<file path="src/rtl/arith_pkg.sv">
// rtl/arith_pkg.sv - shared constants, block-count helper and result type for the adder/subtractor family
//
// Purpose : common definitions imported by the carry-bypass arithmetic blocks.
// Contents: ARITH_WIDTH / ARITH_BLK defaults, num_blocks() block-count helper,
//           arith_res_t {diff, bout, ovf} result record.
package arith_pkg;

  localparam int ARITH_WIDTH = 8;
  localparam int ARITH_BLK   = 2;

  // Number of bypass blocks in a WIDTH-bit datapath built from BLK-bit slices.
  function automatic int num_blocks(input int width, input int blk);
    return width / blk;
  endfunction

  typedef struct packed {
    logic [ARITH_WIDTH-1:0] diff;
    logic                   bout;
    logic                   ovf;
  } arith_res_t;

endpackage

</file>
<file path="src/rtl/carry_bypass_blk.sv">
// rtl/carry_bypass_blk.sv - BLK-bit ripple slice with block propagate and carry bypass mux
//
// Purpose : one carry-bypass block. Ripples the carry through BLK bits and, when
//           every bit propagates, forwards ci straight to co (the skip path).
// Ports   : x, y [BLK-1:0]  addend bits (for subtraction y is the inverted subtrahend)
//           ci              carry in
//           s  [BLK-1:0]    sum bits
//           co              carry out (bypass-selected)
//           p               block propagate, 1 when x[i]^y[i] for every bit
module carry_bypass_blk
  import arith_pkg::*;
#(
  parameter int BLK = ARITH_BLK
) (
  input  logic [BLK-1:0] x,
  input  logic [BLK-1:0] y,
  input  logic           ci,
  output logic [BLK-1:0] s,
  output logic           co,
  output logic           p
);

  logic [BLK:0] rc;

  always_comb begin
    rc    = '0;
    s     = '0;
    rc[0] = ci;
    for (int i = 0; i < BLK; i++) begin
      s[i]    = x[i] ^ y[i] ^ rc[i];
      rc[i+1] = (x[i] & y[i]) | ((x[i] ^ y[i]) & rc[i]);
    end
    p  = &(x ^ y);
    // When the whole block propagates the ripple result equals ci, so the mux
    // only shortens the path; the value is identical either way.
    co = p ? ci : rc[BLK];
  end

endmodule

</file>
<file path="src/rtl/carry_bypass_sub8_pipe.sv">
// rtl/carry_bypass_sub8_pipe.sv - two-stage pipelined carry-bypass subtractor with valid/ready handshake
//
// Purpose : diff = a - b - bin, computed as a + ~b + !bin through carry-bypass
//           blocks. Low half resolves in stage 1, high half in stage 2.
// Ports   : clk, rst           clock, synchronous active-high reset
//           in_valid/in_ready  operand handshake (a, b, bin)
//           out_valid/out_ready result handshake (diff, bout, ovf, bypass)
//           diff   (a - b - bin) mod 2^WIDTH
//           bout   borrow out, 1 when a < b + bin
//           ovf    signed overflow
//           bypass per-block flag, 1 where the skip path was taken
module carry_bypass_sub8_pipe
  import arith_pkg::*;
#(
  parameter int WIDTH = ARITH_WIDTH,
  parameter int BLK   = ARITH_BLK
) (
  input  logic                 clk,
  input  logic                 rst,
  input  logic                 in_valid,
  output logic                 in_ready,
  input  logic [WIDTH-1:0]     a,
  input  logic [WIDTH-1:0]     b,
  input  logic                 bin,
  output logic                 out_valid,
  input  logic                 out_ready,
  output logic [WIDTH-1:0]     diff,
  output logic                 bout,
  output logic                 ovf,
  output logic [WIDTH/BLK-1:0] bypass
);

  localparam int NB = num_blocks(WIDTH, BLK);
  localparam int HB = NB / 2;
  localparam int HW = WIDTH / 2;

  // ---------------- stage 1: low half ----------------
  logic [WIDTH-1:0] b_inv;
  logic [HB:0]      c_lo;
  logic [HW-1:0]    sum_lo;
  logic [HB-1:0]    p_lo;

  assign b_inv   = ~b;
  assign c_lo[0] = ~bin;   // subtract borrow-in becomes an inverted carry-in

  for (genvar k = 0; k < HB; k++) begin : g_lo
    carry_bypass_blk #(.BLK(BLK)) u_blk (
      .x  (a[k*BLK +: BLK]),
      .y  (b_inv[k*BLK +: BLK]),
      .ci (c_lo[k]),
      .s  (sum_lo[k*BLK +: BLK]),
      .co (c_lo[k+1]),
      .p  (p_lo[k])
    );
  end

  // ---------------- pipeline registers ----------------
  logic             s1_valid_q, s1_valid_d;
  logic [HW-1:0]    diff_lo_q, diff_lo_d;
  logic             c_mid_q, c_mid_d;
  logic [HB-1:0]    byp_lo_q, byp_lo_d;
  logic [HW-1:0]    a_hi_q, a_hi_d;
  logic [HW-1:0]    b_inv_hi_q, b_inv_hi_d;

  logic             s2_valid_q, s2_valid_d;
  logic [WIDTH-1:0] diff_q, diff_d;
  logic             bout_q, bout_d;
  logic             ovf_q, ovf_d;
  logic [NB-1:0]    bypass_q, bypass_d;

  // ---------------- stage 2: high half ----------------
  logic [HB:0]      c_hi;
  logic [HW-1:0]    sum_hi;
  logic [HB-1:0]    p_hi;

  assign c_hi[0] = c_mid_q;

  for (genvar k = 0; k < HB; k++) begin : g_hi
    carry_bypass_blk #(.BLK(BLK)) u_blk (
      .x  (a_hi_q[k*BLK +: BLK]),
      .y  (b_inv_hi_q[k*BLK +: BLK]),
      .ci (c_hi[k]),
      .s  (sum_hi[k*BLK +: BLK]),
      .co (c_hi[k+1]),
      .p  (p_hi[k])
    );
  end

  // ---------------- handshake ----------------
  logic s1_ready, s2_ready;

  assign s2_ready = !s2_valid_q || out_ready;
  assign s1_ready = !s1_valid_q || s2_ready;

  always_comb begin
    s1_valid_d = s1_valid_q;
    diff_lo_d  = diff_lo_q;
    c_mid_d    = c_mid_q;
    byp_lo_d   = byp_lo_q;
    a_hi_d     = a_hi_q;
    b_inv_hi_d = b_inv_hi_q;
    s2_valid_d = s2_valid_q;
    diff_d     = diff_q;
    bout_d     = bout_q;
    ovf_d      = ovf_q;
    bypass_d   = bypass_q;

    // Stage 1 refills whenever it is empty or its contents move on this edge.
    if (s1_ready) begin
      s1_valid_d = in_valid;
      if (in_valid) begin
        diff_lo_d  = sum_lo;
        c_mid_d    = c_lo[HB];
        byp_lo_d   = p_lo;
        a_hi_d     = a[WIDTH-1:HW];
        b_inv_hi_d = b_inv[WIDTH-1:HW];
      end
    end

    if (s2_ready) begin
      s2_valid_d = s1_valid_q;
      if (s1_valid_q) begin
        diff_d   = {sum_hi, diff_lo_q};
        bout_d   = ~c_hi[HB];
        // Sign of b is recovered from the stored inverted subtrahend.
        ovf_d    = (a_hi_q[HW-1] != ~b_inv_hi_q[HW-1]) && (sum_hi[HW-1] != a_hi_q[HW-1]);
        bypass_d = {p_hi, byp_lo_q};
      end
    end
  end

  always_ff @(posedge clk) begin
    if (rst) begin
      s1_valid_q <= 1'b0;
      diff_lo_q  <= '0;
      c_mid_q    <= 1'b0;
      byp_lo_q   <= '0;
      a_hi_q     <= '0;
      b_inv_hi_q <= '0;
      s2_valid_q <= 1'b0;
      diff_q     <= '0;
      bout_q     <= 1'b0;
      ovf_q      <= 1'b0;
      bypass_q   <= '0;
    end else begin
      s1_valid_q <= s1_valid_d;
      diff_lo_q  <= diff_lo_d;
      c_mid_q    <= c_mid_d;
      byp_lo_q   <= byp_lo_d;
      a_hi_q     <= a_hi_d;
      b_inv_hi_q <= b_inv_hi_d;
      s2_valid_q <= s2_valid_d;
      diff_q     <= diff_d;
      bout_q     <= bout_d;
      ovf_q      <= ovf_d;
      bypass_q   <= bypass_d;
    end
  end

  assign in_ready  = s1_ready;
  assign out_valid = s2_valid_q;
  assign diff      = diff_q;
  assign bout      = bout_q;
  assign ovf       = ovf_q;
  assign bypass    = bypass_q;

endmodule
</file>
<file path="config.mk">
export PLATFORM = sky130hd
export DESIGN_NAME = carry_bypass_sub8_pipe
export DESIGN_NICKNAME = d
export VERILOG_FILES = /design/src/rtl/arith_pkg.sv /design/src/rtl/carry_bypass_blk.sv /design/src/rtl/carry_bypass_sub8_pipe.sv
export SDC_FILE = /design/constraint.sdc
export NUM_CORES = 1
export LEC_CHECK = 0
export BUFFER_PORTS_ARGS = -buffer_cell sky130_fd_sc_hd__buf_2
export CAP_MARGIN = 5
export CORE_MARGIN = 4
export CORE_UTILIZATION = 52
export CTS_CLUSTER_DIAMETER = 100
export DETAILED_ROUTE_END_ITERATION = 10
export GPL_TIMING_DRIVEN = 0
export HOLD_SLACK_MARGIN = 0.02
export PLACE_DENSITY = 0.77
export SKIP_CTS_REPAIR_TIMING = 1
export SLEW_MARGIN = 20
export SYNTH_ARGS = -nofsm -noshare
export SYNTH_HDL_FRONTEND = slang
export SYNTH_SLANG_ARGS = --single-unit
</file>
<file path="constraint.sdc">
create_clock -name clk -period 3.82 [get_ports clk]
set_input_delay 0.573 -clock clk [delete_from_list [all_inputs] [get_ports clk]]
set_output_delay 0.573 -clock clk [all_outputs]
set_load 0.01 [all_outputs]
</file>
==> flow_summary.json, run 1 <==
{
  "status": "completed",
  "reg2reg_to": "ovf",
  "rsz0062_at_grt": "no",
  "gp_congestion": 0.813,
  "synth-seq-cells": 31,
  "finalHoldViolations": 0,
  "fp-row-count": 19,
  "grt_max_degree": 11,
  "tns_ns": 0,
  "required_ns": 4.08,
  "start_kind": "register",
  "max_freq_mhz": 343,
  "layout.nets": 250,
  "holdPathStages": 2,
  "synthSimpleGateAreaFrac_pct": 10.8,
  "synth_compound_area_share_pct": 24.0,
  "antenna_found_initial": 0,
  "cts_tree": "built",
  "slew-limit-headroom_pct": 66.5,
  "synth_xor_area_share_pct": 0.565,
  "syn_area_um2": 1550,
  "ff2ff_path_depth": 11,
  "synthesis.nets": 207,
  "hpwl_um": 2870,
  "cp-end-kind": "register",
  "power_frac_seq_pct": 51.4,
  "grt_pass1_vias": 1369,
  "sw_frac_of_total_pct": 27.4,
  "post-route-period-util_pct": 76.3,
  "firstDrtPassIters": 4,
  "clkLatencyLatePin_ns": 0.32,
  "post-route-drc-count": 0,
  "drt_iter0_drc": 47,
  "final.hold.worst_slack_ns": 0.415,
  "syn_to_final_growth_pct": 18.6,
  "avgViaCountPerCell": 5.62,
  "synth.mux.area_fraction_pct": 0,
  "drv_slew": 0,
  "synth_cells": 170,
  "cts_max_level": 2,
  "synth_top_family_by_area": "compound AO/OA/AOI/OAI gates",
  "ios": 37,
  "antennaDiodeCount": 0,
  "die_w_um": 62.6,
  "cap_viol_max_count": 0,
  "place_area_um2": 1770,
  "cts.sink_count": 31,
  "grt_usage_pct": 19.5,
  "reg2reg_slack_ns": 0.91,
  "clk_pin_slew_ns": 0.09,
  "vias": 1378,
  "hold_class": "primary input to register",
  "power_frac_comb_pct": 17.4,
  "numCtsBuffers": 5,
  "min_period_ns": 2.91,
  "yosysUniqueCellTypes": 30,
  "io_buffers": 36,
  "worstPathArrival_ns": 3.18,
  "cts-root-buf": "clkbuf_4",
  "yosys_warnings": 0,
  "setup.worst_path.class": "register to register",
  "ir_drop_mv": 0.264,
  "ant_nets": 0,
  "grt_pass1_wl_um": 6140,
  "die_area_um2": 3920,
  "report.final.setup_viol": 0,
  "avgSynthCellArea_um2": 9.11,
  "leakagePower_nw": 0.801,
  "worstHoldStart": "b[4]",
  "synth-adder-area-share_pct": 16.8,
  "cellPowerDensity_nw_per_um2": 378,
  "wl_um": 3610,
  "cp_max_fo": 3,
  "layout-drive-gt1-share_pct": 24.8,
  "intPower_w": 0.000503,
  "wl_per_cell_um": 14.7,
  "power_switching_w": 0.000190,
  "coreArea_um2": 2810,
  "initial_core_util_pct": 55.2,
  "overflow": 0,
  "fin_area_um2": 1840,
  "yosysSeqAreaShare_pct": 40.1,
  "die_h_um": 62.6,
  "clockBufferDepth": 2,
  "skew_ns": 0.00426,
  "timing.rr.start": "c_mid_q",
  "whs_endpoint": "b_inv_hi_q[0]",
  "pwr-share-clk_pct": 31.2,
  "worstMarginPinSlew_ns": 0.503
}
==> critical path, cell delays in order, from the launching register on <==
cell and delay (ns):
dfxtp_1 0.34, inv_1 0.08, fa_1 0.17, inv_1 0.05, fa_1 0.34, a21bo_2 0.21, nand2_1 0.08, fa_1 0.40
fa_1 0.48, xnor2_1 0.15, or4_1 0.41, a21oi_1 0.15
==> how the worst max path moves through the flow <==
stage | startpoint | to | slack (ns) | depth (start not counted)
4_1_cts | c_mid_q | ovf | 0.91 | 11
3_3_place_gp | c_mid_q | ovf | 1.01 | 11
6_report | c_mid_q | ovf | 0.91 | 11
2_1_floorplan | c_mid_q | ovf | 1.12 | 11
3_5_place_dp | a[0] | c_mid_q | 0.93 | 12
5_1_grt | c_mid_q | ovf | 0.75 | 11
==> per-layer routing <==
layer	up-vias	track usage, %	routed length [um]
met5	-	0	0
met4	0	5.79	43
met3	6	5.04	218
met2	43	34.2	1800
met1	641	23.1	1550
li1	688	-	-
==> placed cells by master (no fill, tap or decap), drive strengths merged <==
cell type and n:
a41oi 1, ha 8, a21bo 2, nand2 2, and2b 1, nor4 1
a21oi 32, xnor2 1, or4 1, o21ai 22, nor2 1, or3 1
o2111ai 1, nand4 3, nand2b 2, clkbuf 17, inv 13, buf 40
dfxtp 31, nand3 17, and3b 1, o2bb2ai 1, fa 8, a211oi 5
a311oi 2
==> area by class of cell <==
class	count	area [um2]
Fill cell	239	968
Inverter	13	51.3
Clock buffer	8	68.8
Tap cell	31	38.8
Timing Repair Buffer	36	180
Buffer	13	68.8
Sequential cell	31	621
Multi-Input combinational cell	113	808
==> flip-flops by register name, summed over array words and instances (netlist names) <==
signal      count
a_hi_q          4
diff_lo_q       4
c_mid_q         1
out_valid       1
diff            8
s1_valid_q      1
byp_lo_q        2
b_inv_hi_q      4
bout            1
ovf             1
bypass          4
==> power by group through the flow <==
stage	Combinational (W)	Clock [W]	Sequential (W)
2_1_floorplan	0.0000747	0	0.000364
6_report	0.000121	0.000216	0.000357
4_1_cts	0.000120	0.000218	0.000357
5_1_grt	0.000137	0.000231	0.000359
3_5_place_dp	0.000120	0	0.000364
3_3_place_gp	0.000113	0	0.000363
==> Yosys cell counts <==
cell type	n	area (um2)
inv_2	2	7.51
ha_1	8	100
buf_6	2	22.5
fa_1	8	160
nor2_1	1	3.75
o2111ai_1	1	8.76
and3b_4	1	12.5
inv_4	1	6.26
or4_1	1	7.51
nand2b_1	2	12.5
xnor2_1	1	8.76
nand4_1	3	18.8
a21oi_1	32	160
a211oi_1	5	37.5
dfxtp_1	31	621
o21ai_1	1	5.00
o2bb2ai_1	1	8.76
buf_2	1	5.00
nand2_1	2	7.51
buf_4	1	7.51
nor4_1	1	6.26
a41oi_1	1	8.76
o21ai_0	21	105
inv_1	10	37.5
and2b_1	1	7.51
nand3_1	17	85.1
a311oi_1	2	17.5
or3_1	1	6.26
a21bo_2	2	20.0
clkbuf_1	9	33.8
==> per-stage QoR <==
stage	setup WS, ns	total power [W]	util [%]	std cells
final	0.906	0.000694	65.5	245
after global placement	1.01	0.000475	63.0	237
after floorplan	1.12	0.000439	-	170
after global routing	0.751	0.000728	65.5	245
after CTS	0.912	0.000695	65.5	245
after detailed placement	0.928	0.000484	63.0	237
==> cells by family (layout without fill, tap and decap cells) <==
kind of cell,Yosys count,after routing
AO/OA/AOI/OAI,66,66
flip-flops,31,31
AND/OR/NAND/NOR,30,30
buffers and inverters,26,70
adder cells (fa/ha/maj),16,16
XOR/XNOR,1,1
Power figures use the tool's default switching activity.
==> run 2: changes to the inputs <==
==> constraint.sdc (replaced) <==
create_clock -name clk -period 2.9 [get_ports clk]
set_input_delay 0.435 -clock clk [delete_from_list [all_inputs] [get_ports clk]]
set_output_delay 0.435 -clock clk [all_outputs]
set_load 0.01 [all_outputs]
==> flow_summary.json, run 2 (synthesis results as in run 1) <==
{
  "die_w_um": 62.6,
  "mostFrequentLayoutCells": "buf_2 (37), a21oi_1 (32), dfxtp_1 (30)",
  "clk_pin_slew_ns": 0.09,
  "numCtsBuffers": 5,
  "syn_to_final_growth_pct": 18.8,
  "grt_max_degree": 11,
  "grt_usage_pct": 19.5,
  "start_kind": "register",
  "cp_cell_sequence": "inv_2 > fa_1 > inv_1 > fa_1 > a21bo_2 > nand2_1 > fa_2 > fa_1 > xnor2_1 > or4_1 > a21oi_1",
  "die_h_um": 62.6,
  "multiInputGateArea_um2": 811,
  "antenna_found_initial": 0,
  "worstPathArrival_ns": 3.12,
  "skew_ns": 0.00425,
  "timing.rr.start": "c_mid_q",
  "worstMarginPinSlew_ns": 0.519,
  "hold_class": "primary input to register",
  "ant_nets": 0,
  "fill_cells": 240,
  "report.final.setup_viol": 0,
  "top_usage_layer": "met2",
  "avgViaCountPerCell": 5.67,
  "final_common_cell": "buf_2",
  "wl_per_cell_um": 14.7,
  "dp_cells": 237,
  "ir_drop_mv": 0.349,
  "use_met3_pct": 5.04,
  "reg2reg_slack_ns": 0.04,
  "tns_ns": 0,
  "ff2ff_path_depth": 11,
  "final_cells": 245,
  "post-route-period-util_pct": 98.7,
  "cap_viol_max_count": 0,
  "leakagePower_nw": 0.800,
  "crit_start": "c_mid_q",
  "reg2reg_to": "ovf",
  "antennaDiodeCount": 0,
  "final.hold.worst_slack_ns": 0.276,
  "cts.sink_count": 31,
  "grt_pass1_vias": 1369,
  "required_ns": 3.16,
  "die_area_um2": 3920,
  "rsz0062_at_grt": "yes",
  "layout-drive-gt1-share_pct": 26.2,
  "clockBufferDepth": 2,
  "cellPowerDensity_nw_per_um2": 498,
  "initial_core_util_pct": 55.2,
  "max_freq_mhz": 349,
  "fp-row-count": 19,
  "critical_path.top_delay_family": "adder cells",
  "setup.worst_path.class": "register to register",
  "coreArea_um2": 2810,
  "cp-end-kind": "register",
  "use_met2_pct": 34.2,
  "finalHoldViolations": 0,
  "crit_buf_inv": 2,
  "io_buffers": 36,
  "layout.nets": 250,
  "status": "completed",
  "cts_tree": "built",
  "overflow": 0,
  "drt_iter0_drc": 73,
  "gr-usage-met1_pct": 23.1,
  "gp_congestion": 0.813,
  "seqCellArea_um2": 622,
  "slew-limit-headroom_pct": 65.4,
  "clkLatencyLatePin_ns": 0.33,
  "cp.depth": 11,
  "largest_register_ffs": 8,
  "min_period_ns": 2.86,
  "crit_top_cell": "fa_1",
  "ios": 37,
  "critPathCapture": "ovf",
  "grt_pass1_wl_um": 6140,
  "cts_max_level": 2,
  "drv_slew": 0,
  "vias": 1389,
  "hpwl_um": 2870,
  "firstDrtPassIters": 4,
  "wl_um": 3610,
  "cp_slowest_cell": "fa_1",
  "cp_max_fo": 3,
  "post-route-drc-count": 0,
  "cts-root-buf": "clkbuf_4",
  "cpPeakStageDelay_ns": 0.50
}
-- run 2: cell counts in the layout (fill, tap and decap cells not counted) --
Identical to the previous run, type by type.
-- run 2: worst min path at each step --
| stage | startpoint | endpoint | cells past startpoint |
|---|---|---|---|
| 5_1_grt | b[6] | b_inv_hi_q[2] | 2 |
| 2_1_floorplan | diff_lo_q[3] | diff[3] | 2 |
| 3_5_place_dp | ovf | ovf | 2 |
| 6_report | b[4] | b_inv_hi_q[0] | 2 |
| 4_1_cts | b[6] | b_inv_hi_q[2] | 2 |
| 3_3_place_gp | ovf | ovf | 2 |
-- run 2: final cells by class --
| type | count | share of cell area, % |
|---|---|---|
| clock buffers | 8 | 3.74 |
| flip-flops and latches | 31 | 33.8 |
| well taps | 31 | 2.11 |
| plain buffers | 13 | 3.74 |
| multi-input cells | 113 | 44.1 |
| repair buffers | 36 | 9.79 |
| inverters | 13 | 2.79 |
-- run 2: where the power goes --
part	internal [W]	switching (W)	leakage, nW
registers	0.000452	0.0000187	0.255
logic	0.0000694	0.0000904	0.507
clock network	0.000143	0.000143	0.0386
total	0.000664	0.000252	0.800
-- run 2: per-stage QoR --
step	total power [W]	util (%)	cell area, um2	setup WS (ns)
6_report	0.000916	65.6	1840	0.0372
5_1_grt	0.000959	65.6	1840	-0.101
4_1_cts	0.000915	65.5	1840	-0.00822
3_5_place_dp	0.000638	63.0	1770	0.0194
3_3_place_gp	0.000626	63.0	1770	0.0904
2_1_floorplan	0.000578	-	1550	0.199
-- run 2: per-layer routing --
metal | vias up | wire length, um | part of all wire (%)
li1 | 688 | - | -
met1 | 654 | 1570 | 43
met2 | 41 | 1780 | 49
met3 | 6 | 210 | 5.8
met4 | 0 | 43 | 1.2
met5 | - | 0 | 0
